===== src/rtl/milestone_sequencer.sv =====
// Decoder top-level scheduler: UART load -> M2 -> M1 -> VGA, owns the single SRAM port.
// Optional watchdog on UART/RUN states when MILESTONE_SEQ_WATCHDOG_EN is defined.
//
// state      | meaning
// S_IDLE     | waiting for start, SRAM unowned
// S_UART     | image load in progress, UART owns SRAM
// S_M2_START | one-cycle m2_start pulse, M2 owns SRAM
// S_M2_RUN   | waiting for m2_finish, counting cycles
// S_M1_START | one-cycle m1_start pulse, M1 owns SRAM
// S_M1_RUN   | waiting for m1_finish, counting cycles
// S_DONE     | VGA owns SRAM, waiting for next start
// S_ERROR    | watchdog expired, SRAM unowned, waiting for start
module milestone_sequencer #(
    parameter logic        SKIP_M2    = 1'b0,
    parameter logic [31:0] WDOG_LIMIT = 32'd4000000
) (
    input  logic        Clock_50,
    input  logic        Resetn,
    input  logic        start,
    input  logic        uart_done,
    output logic        uart_en,
    output logic        m2_start,
    input  logic        m2_finish,
    output logic        m1_start,
    input  logic        m1_finish,
    input  logic [17:0] uart_SRAM_address,
    input  logic [15:0] uart_SRAM_write_data,
    input  logic        uart_SRAM_we_n,
    input  logic [17:0] m2_SRAM_address,
    input  logic [15:0] m2_SRAM_write_data,
    input  logic        m2_SRAM_we_n,
    input  logic [17:0] m1_SRAM_address,
    input  logic [15:0] m1_SRAM_write_data,
    input  logic        m1_SRAM_we_n,
    input  logic [17:0] vga_SRAM_address,
    output logic [17:0] SRAM_address,
    output logic [15:0] SRAM_write_data,
    output logic        SRAM_we_n,
    output logic [2:0]  owner,
    output logic        done,
    output logic        error,
    output logic [31:0] m2_cycles,
    output logic [31:0] m1_cycles
);

    typedef enum logic [2:0] {
        S_IDLE,
        S_UART,
        S_M2_START,
        S_M2_RUN,
        S_M1_START,
        S_M1_RUN,
        S_DONE,
        S_ERROR
    } state_t;

    localparam logic [2:0] OWN_NONE = 3'd0;
    localparam logic [2:0] OWN_UART = 3'd1;
    localparam logic [2:0] OWN_M2   = 3'd2;
    localparam logic [2:0] OWN_M1   = 3'd3;
    localparam logic [2:0] OWN_VGA  = 3'd4;

    state_t      state_q;
    logic [2:0]  owner_q;
    logic        uart_en_q;
    logic        m2_start_q;
    logic        m1_start_q;
    logic        done_q;
    logic        error_q;
    logic [31:0] m2_cycles_q;
    logic [31:0] m1_cycles_q;
    logic        wdog_hit;

`ifdef MILESTONE_SEQ_WATCHDOG_EN
    // Every watched state is entered from an unwatched one, so clearing
    // outside them is the same as clearing on entry.
    logic [31:0] wdog_q;
    logic        watched;

    assign watched = (state_q == S_UART) || (state_q == S_M2_RUN) || (state_q == S_M1_RUN);

    always_ff @(posedge Clock_50 or negedge Resetn) begin
        if (!Resetn) begin
            wdog_q <= '0;
        end else if (watched) begin
            wdog_q <= wdog_q + 32'd1;
        end else begin
            wdog_q <= '0;
        end
    end

    assign wdog_hit = watched && (wdog_q == WDOG_LIMIT - 32'd1);
`else
    logic unused_wdog;
    assign unused_wdog = ^WDOG_LIMIT;
    assign wdog_hit    = 1'b0;
`endif

    always_ff @(posedge Clock_50 or negedge Resetn) begin
        if (!Resetn) begin
            state_q     <= S_IDLE;
            owner_q     <= OWN_NONE;
            uart_en_q   <= 1'b0;
            m2_start_q  <= 1'b0;
            m1_start_q  <= 1'b0;
            done_q      <= 1'b0;
            error_q     <= 1'b0;
            m2_cycles_q <= '0;
            m1_cycles_q <= '0;
        end else begin
            m2_start_q <= 1'b0;
            m1_start_q <= 1'b0;
            case (state_q)
                S_IDLE, S_DONE, S_ERROR: begin
                    if (start) begin
                        state_q   <= S_UART;
                        owner_q   <= OWN_UART;
                        uart_en_q <= 1'b1;
                        done_q    <= 1'b0;
                        error_q   <= 1'b0;
                    end
                end
                S_UART: begin
                    if (uart_done) begin
                        uart_en_q <= 1'b0;
                        if (SKIP_M2) begin
                            state_q     <= S_M1_START;
                            owner_q     <= OWN_M1;
                            m1_start_q  <= 1'b1;
                            m1_cycles_q <= '0;
                        end else begin
                            state_q     <= S_M2_START;
                            owner_q     <= OWN_M2;
                            m2_start_q  <= 1'b1;
                            m2_cycles_q <= '0;
                        end
                    end else if (wdog_hit) begin
                        state_q   <= S_ERROR;
                        owner_q   <= OWN_NONE;
                        uart_en_q <= 1'b0;
                        error_q   <= 1'b1;
                    end
                end
                S_M2_START: state_q <= S_M2_RUN;
                S_M2_RUN: begin
                    if (m2_finish) begin
                        state_q     <= S_M1_START;
                        owner_q     <= OWN_M1;
                        m1_start_q  <= 1'b1;
                        m1_cycles_q <= '0;
                    end else if (wdog_hit) begin
                        state_q <= S_ERROR;
                        owner_q <= OWN_NONE;
                        error_q <= 1'b1;
                    end else if (m2_cycles_q != '1) begin
                        m2_cycles_q <= m2_cycles_q + 32'd1;
                    end
                end
                S_M1_START: state_q <= S_M1_RUN;
                S_M1_RUN: begin
                    if (m1_finish) begin
                        state_q <= S_DONE;
                        owner_q <= OWN_VGA;
                        done_q  <= 1'b1;
                    end else if (wdog_hit) begin
                        state_q <= S_ERROR;
                        owner_q <= OWN_NONE;
                        error_q <= 1'b1;
                    end else if (m1_cycles_q != '1) begin
                        m1_cycles_q <= m1_cycles_q + 32'd1;
                    end
                end
                default: begin
                    state_q <= S_IDLE;
                    owner_q <= OWN_NONE;
                end
            endcase
        end
    end

    // Unowned and VGA grants both hold we_n high so a reset never leaks a write.
    always_comb begin
        SRAM_address    = '0;
        SRAM_write_data = '0;
        SRAM_we_n       = 1'b1;
        case (owner_q)
            OWN_UART: begin
                SRAM_address    = uart_SRAM_address;
                SRAM_write_data = uart_SRAM_write_data;
                SRAM_we_n       = uart_SRAM_we_n;
            end
            OWN_M2: begin
                SRAM_address    = m2_SRAM_address;
                SRAM_write_data = m2_SRAM_write_data;
                SRAM_we_n       = m2_SRAM_we_n;
            end
            OWN_M1: begin
                SRAM_address    = m1_SRAM_address;
                SRAM_write_data = m1_SRAM_write_data;
                SRAM_we_n       = m1_SRAM_we_n;
            end
            OWN_VGA: SRAM_address = vga_SRAM_address;
            default: ;
        endcase
    end

    assign owner     = owner_q;
    assign uart_en   = uart_en_q;
    assign m2_start  = m2_start_q;
    assign m1_start  = m1_start_q;
    assign done      = done_q;
    assign error     = error_q;
    assign m2_cycles = m2_cycles_q;
    assign m1_cycles = m1_cycles_q;

endmodule


===== config.mk =====
export PLATFORM = sky130hd
export DESIGN_NAME = milestone_sequencer
export DESIGN_NICKNAME = d
export VERILOG_FILES = /design/src/rtl/milestone_sequencer.sv
export SDC_FILE = /design/constraint.sdc
export NUM_CORES = 1
export LEC_CHECK = 0
export ABC_AREA = 1
export ABC_CLOCK_PERIOD_IN_PS = 2350
export CAP_MARGIN = 5
export CORE_MARGIN = 5
export CORE_UTILIZATION = 45
export CTS_BUF_LIST = sky130_fd_sc_hd__clkbuf_8
export DETAILED_ROUTE_END_ITERATION = 7
export PLACE_DENSITY_LB_ADDON = 0.25
export SYNTH_ARGS = -nofsm -noshare
export SYNTH_HDL_FRONTEND = slang
export SYNTH_SLANG_ARGS = --single-unit

===== constraint.sdc =====
create_clock -name Clock_50 -period 2.35 [get_ports Clock_50]
set_clock_uncertainty 0.05 [all_clocks]
set_input_delay 0.705 -clock Clock_50 [delete_from_list [all_inputs] [get_ports Clock_50]]
set_output_delay 0.705 -clock Clock_50 [all_outputs]
set_load 0.02 [all_outputs]

Word level (Yosys, flattened, before mapping)
Cells that the tools add are included.
- bits in registers: 74
- input port bits: 129
- output and inout port bits: 107
- add/subtract/negate cells: 2
- equality and inequality tests: 21
- muxes and demuxes: 29
- reductions and logical operators: 13
- operators with widths (kind ; count):
    $mux W32 ; 6
    $pmux W32 S2 ; 2
    $pmux W18 S4 ; 1
    $add A32 B1 Y32 const B ; 2
    $ne A32 B32 Y1 const B ; 2
    $pmux W16 S3 ; 1
    $mux W3 ; 6
    $pmux W3 S6 ; 1
    $ne A2 B2 Y1 const B ; 8
    $eq A3 B3 Y1 const B ; 5
    $eq A3 B2 Y1 const B ; 4
    $pmux W3 S4 ; 1
    $reduce_and A4 Y1 ; 3
    $mux W1 ; 8
    $reduce_bool A2 Y1 ; 4
    $eq A3 B1 Y1 const B ; 2
    $reduce_and A3 Y1 ; 2
    $reduce_and A5 Y1 ; 1
    $pmux W1 S2 ; 2
    $reduce_bool A4 Y1 ; 1
    $logic_not A3 Y1 ; 1
    $pmux W1 S3 ; 1
    $reduce_or A3 Y1 ; 1

Logic depth before layout (Yosys ltp)
- depth after elaboration: 4
- depth in mapped cells: 12
- depth with buffers taken out: 11

Worst setup path after synthesis
No wires, ideal clock.
- kind: register to output
- from: register owner_q[1] (netlist: owner[1])
- to: output port SRAM_write_data[12]
- data arrival time: 1561 ps
- data required time: 1595 ps
- setup slack: 34 ps
- cell stages (with the launch flop): 7
- path through: dfrtp_1 -> inv_1 -> nand2_1 -> nor2_1 -> clkbuf_1 -> a22oi_1 -> nand2_1
- cells in the longest elaborated chain, start to end: 2
- ends and longest elaborated chain (item ; RTL line ; source):
    start: declaration ; 64 ; logic [2:0] owner_q;
    start signal: assignment ; 102 ; owner_q <= OWN_NONE;
    start signal: assignment ; 117 ; owner_q <= OWN_UART;
    start signal: assignment ; 128 ; owner_q <= OWN_M1;
    $eq A3 B2 Y1 / $eq A3 B1 Y1 (equally long branches) ; 186 ; case (owner_q)
    $pmux W16 S3 * ; 186 ;
    end: declaration ; 37 ; output logic [15:0] SRAM_write_data,
Mark *: on every way between the ends. The rest lies on a longest branch, timed or not.

Worst setup path in the final report
- from: register owner_q[1] (netlist: owner[1])
- to: output port SRAM_address[3]
- cells in the longest elaborated chain, start to end: 2
- ends and longest elaborated chain (item ; RTL line ; source):
    $eq A3 B3 Y1 (tied with other cells) ; 186 ;
    $pmux W18 S4 * ; 186 ;
    end: declaration ; 36 ; output logic [17:0] SRAM_address,
Marked as above.

==> load_flow_metrics.sql <==
INSERT INTO impl_metrics (metric_group, metric, value, unit) VALUES
('drt', 'drc_errors', '0', ''),
('placement', 'port_buffers', '234', ''),
('synthesis', 'yosys_warnings', '0', ''),
('setup_path', 'crit_buf_inv', '4', ''),
('finish', 'num-fill-cells', '1120', ''),
('timing', 'setup_repair_after_global_routing_missed_its_margin', 'yes', ''),
('run', 'timing.max_cap.violations', '0', ''),
('synthesis', 'synth.distinct_cells', '41', ''),
('setup_path', 'ff2ff_path_depth', '11', ''),
('global_routing', 'grt_max_degree', '49', ''),
('clock_tree', 'cts_buffer_depth', '2', ''),
('clock_tree', 'cts.hold.buffers_added', '0', ''),
('floorplanning', 'die_width', '125', 'microns'),
('drt', 'route.detailed.wl_per_inst', '16.8', 'microns'),
('synthesis', 'asyncSetResetFlopFracSynth', '100', '%'),
('global_routing', 'grt_first_pass_wirelength', '36.9', 'mm'),
('synthesis', 'synth_enable_flop_cells', '0', ''),
('floorplanning', 'die_area', '0.0155', 'sq mm'),
('power_and_ir_drop', 'clockPowerShare', '14.5', '%'),
('floorplanning', 'floorplan.core_area', '0.0127', 'sq mm'),
('placement', 'dpl.hpwl', '17.8', 'mm'),
('setup_path', 'crit_required', '1.59', 'ns'),
('setup_path', 'cp_common_cell', 'sky130_fd_sc_hd__buf_6', ''),
('power_and_ir_drop', 'power_frac_comb', '66.3', '%'),
('finish', 'final_cell_area', '0.00921', 'sq mm'),
('synthesis', 'synth.net_count', '1101', ''),
('finish', 'final_net_count', '1348', ''),
('synthesis', 'netlist_area', '0.00591', 'sq mm'),
('timing', 'report.final.slew_viol_count', '0', ''),
('setup_path', 'setup_crit_path_kind', 'reg2out', ''),
('placement', 'placement_stage_cell_area', '0.00855', 'sq mm'),
('clock_tree', 'clk_latency', '0.37', 'ns'),
('synthesis', 'dominant_combinational_cell_family_by_area_after_synthesis', 'simple AND/OR/NAND/NOR gates', ''),
('synthesis', 'synth.ff_latch_count', '74', ''),
('timing', 'timing.final.setup_violations', '35', ''),
('synthesis', 'syn_inst', '969', ''),
('timing', 'max_freq', '0.410', 'GHz'),
('setup_path', 'timing.critical_path.to_type', 'primary output', ''),
('power_and_ir_drop', 'power.density', '837', 'mW/mm^2'),
('clock_tree', 'root_buffer', 'sky130_fd_sc_hd__clkbuf_8', ''),
('floorplanning', 'die_y', '125', 'microns'),
('synthesis', 'synthXorXnorAreaFrac', '1.19', '%'),
('timing', 'finalHoldViolations', '0', ''),
('timing', 'worst_pin_slew', '0.506', 'ns'),
('setup_path', 'crit_path_cell_trace', 'buf_4 -> buf_6 -> nor2_4 -> buf_6 -> nand3_1 -> nand4_1 -> buf_6', ''),
('setup_path', 'critical_path.startpoint_type', 'register', ''),
('synthesis', 'synth_sequential_area_ratio', '31.3', '%'),
('synthesis', 'synth_compound_area_share', '6.86', '%'),
('floorplanning', 'initial_standard_cell_utilization_of_the_core', '46.4', '%'),
('setup_path', 'critPathTopFamily', 'buffers and inverters', ''),
('timing', 'holdWs', '0.202', 'ns'),
('setup_path', 'timing.critical_path.slowest_cell_delay', '0.40', 'ns'),
('setup_path', 'setup.reg_to_reg.worst_slack', '0.21', 'ns'),
('status', 'violations', 'negative setup slack', ''),
('synthesis', 'area_share_of_and_or_nand_nor_cells_after_synthesis', '53.1', '%'),
('setup_path', 'r2r_start', 'm2_cycles[1]$_DFFE_PN0P_', ''),
('drt', 'drt-initial-drc-count', '488', ''),
('placement', 'place_congestion', '0.985', ''),
('min_path', 'worstHoldPathType', 'in2async', ''),
('timing', 'worst_slack', '-0.0888', 'ns'),
('global_routing', 'grt_overflow_total', '0', ''),
('status', 'status', 'complete, but fails checks', ''),
('synthesis', 'top_flip_flop_cell_by_instance_count_after_synthesis', 'sky130_fd_sc_hd__dfrtp_1', ''),
('global_routing', 'initial_antenna_violation_count', '4', ''),
('clock_tree', 'cts_tree', 'built', ''),
('clock_tree', 'clk_transition_reported_paths', '0.09', 'ns'),
('synthesis', 'post_synth_mux_area_share', '0', '%'),
('power_and_ir_drop', 'pwr-share-seq', '19.2', '%'),
('finish', 'area_delta_synth_final', '55.9', '%'),
('floorplanning', 'num_io_pins', '236', ''),
('timing', 'period_needed', '2.44', 'ns');
-- cells in the mapped netlist (2+ instances only) --
cell	number	share of area, %
sky130_fd_sc_hd__nand2_2	18	1.9
sky130_fd_sc_hd__o21ai_0	8	0.68
sky130_fd_sc_hd__nand2_8	3	1.0
sky130_fd_sc_hd__nand4_1	18	1.9
sky130_fd_sc_hd__nor3_1	2	0.17
sky130_fd_sc_hd__nand3b_1	3	0.38
sky130_fd_sc_hd__o21ai_1	29	2.5
sky130_fd_sc_hd__or2_2	9	0.95
sky130_fd_sc_hd__clkbuf_1	16	1.0
sky130_fd_sc_hd__buf_2	4	0.34
sky130_fd_sc_hd__nor2_4	4	0.76
sky130_fd_sc_hd__buf_6	4	0.76
sky130_fd_sc_hd__dfrtp_1	74	31
sky130_fd_sc_hd__nand3_1	97	8.2
sky130_fd_sc_hd__ha_1	3	0.64
sky130_fd_sc_hd__nand2_4	2	0.38
sky130_fd_sc_hd__nor2_1	139	8.8
sky130_fd_sc_hd__o21bai_1	4	0.51
sky130_fd_sc_hd__inv_1	48	3.1
sky130_fd_sc_hd__nor2_2	5	0.53
sky130_fd_sc_hd__a22oi_1	11	1.4
sky130_fd_sc_hd__xor2_1	6	0.89
sky130_fd_sc_hd__buf_4	6	0.76
sky130_fd_sc_hd__xnor2_1	2	0.30
sky130_fd_sc_hd__o211ai_1	4	0.51
sky130_fd_sc_hd__nand2_1	423	27
sky130_fd_sc_hd__inv_2	5	0.32
sky130_fd_sc_hd__a21oi_1	9	0.76
-- state kept, by name, summed over array words and instances (netlist names) --
| name | cells |
|---|---|
| done | 1 |
| m1_cycles | 32 |
| m1_start | 1 |
| m2_cycles | 32 |
| m2_start | 1 |
| owner | 3 |
| state_q | 3 |
| uart_en | 1 |
-- layout make-up --
class                   count  area, sq um  area share, %
diodes                      4         10.0          0.109
clock buffers               9          124           1.35
clock inverters             7         93.8           1.02
inverters                  55          210           2.28
multi-input cells         809         3860           42.0
flip-flops and latches     74         1850           20.1
well taps                 172          215           2.34
repair buffers            267         2840           30.8
-- power groups by stage --
stage          clock, uW  sequential (uW)  combinational [uW]
2_1_floorplan          0             1560                2280
3_3_place_gp           0             1490                4260
3_5_place_dp           0             1490                4290
4_1_cts             1130             1480                4840
5_1_grt             1190             1490                5400
6_report            1120             1480                5110
-- cells in the final DEF (no fill, tap or decap), drive strengths merged --
| master | count |
|---|---|
| o21ai | 37 |
| clkdlybuf4s50 | 192 |
| nand3b | 3 |
| clkinvlp | 1 |
| inv | 56 |
| dfrtp | 74 |
| or2 | 10 |
| nor3 | 3 |
| a22oi | 11 |
| xor2 | 6 |
| buf | 69 |
| o2111ai | 1 |
| xnor2 | 2 |
| conb | 1 |
| clkinv | 3 |
| bufinv | 2 |
| o211ai | 4 |
| dlygate4sd2 | 1 |
| nand3 | 99 |
| a21oi | 10 |
| dlymetal6s2s | 4 |
| nor3b | 1 |
| diode | 4 |
| ha | 3 |
| nand4 | 18 |
| nor2 | 149 |
| clkbuf | 10 |
| nand2 | 446 |
| a21boi | 1 |
| o21bai | 4 |
-- how the worst max path moves through the flow --
stage	start	endpoint	slack (ns)	depth (start not counted)
2_1_floorplan	owner[1]$_DFFE_PN0P_	SRAM_write_data[12]	0.03	6
5_1_grt	owner[1]$_DFFE_PN0P_	SRAM_address[15]	-0.15	7
4_1_cts	owner[1]$_DFFE_PN0P_	SRAM_address[3]	-0.10	8
3_5_place_dp	vga_SRAM_address[9]	SRAM_address[9]	-0.45	4
3_3_place_gp	vga_SRAM_address[9]	SRAM_address[9]	-0.45	4
6_report	owner[1]$_DFFE_PN0P_	SRAM_address[3]	-0.09	7
-- what timing repair did --
action | in CTS | in global routing
pin swaps | 6 | 10
setup endpoints to repair | 36 | 39
setup buffers | 4 | 1
gates cloned | 4 | 1
resized for setup | 233 | 39
-- layer usage --
metal / share of wire [%] / up-vias / track usage (%)
li1: - / 3588 / -
met1: 42 / 3351 / 37.7
met2: 49 / 273 / 50.1
met3: 5.6 / 44 / 4.12
met4: 3.1 / 0 / 10.9
met5: 0 / - / 0
-- per-stage QoR --
| step | std cells | TNS [ns] | utilization [%] | total power [uW] |
|---|---|---|---|---|
| 6_report | 1397 | -1.63 | 72.4 | 7710 |
| 2_1_floorplan | 969 | 0 | - | 3830 |
| 4_1_cts | 1391 | -2.05 | 70.9 | 7450 |
| 3_3_place_gp | 1367 | -11.38 | 67.2 | 5750 |
| 5_1_grt | 1397 | -4.08 | 72.4 | 8080 |
| 3_5_place_dp | 1367 | -11.48 | 67.2 | 5780 |
-- logic make-up (layout without fill, tap and decap cells) --
family                     Yosys count  in the layout
xor gates and xnor gates             8              8
buffers and inverters               86            338
AOI/OAI and AO/OA                   68             68
other                                1              5
adders and majority gates            3              3
and+or+nand+nor                    729            729
DFF                                 74             74
Power figures use the tool's default switching activity.
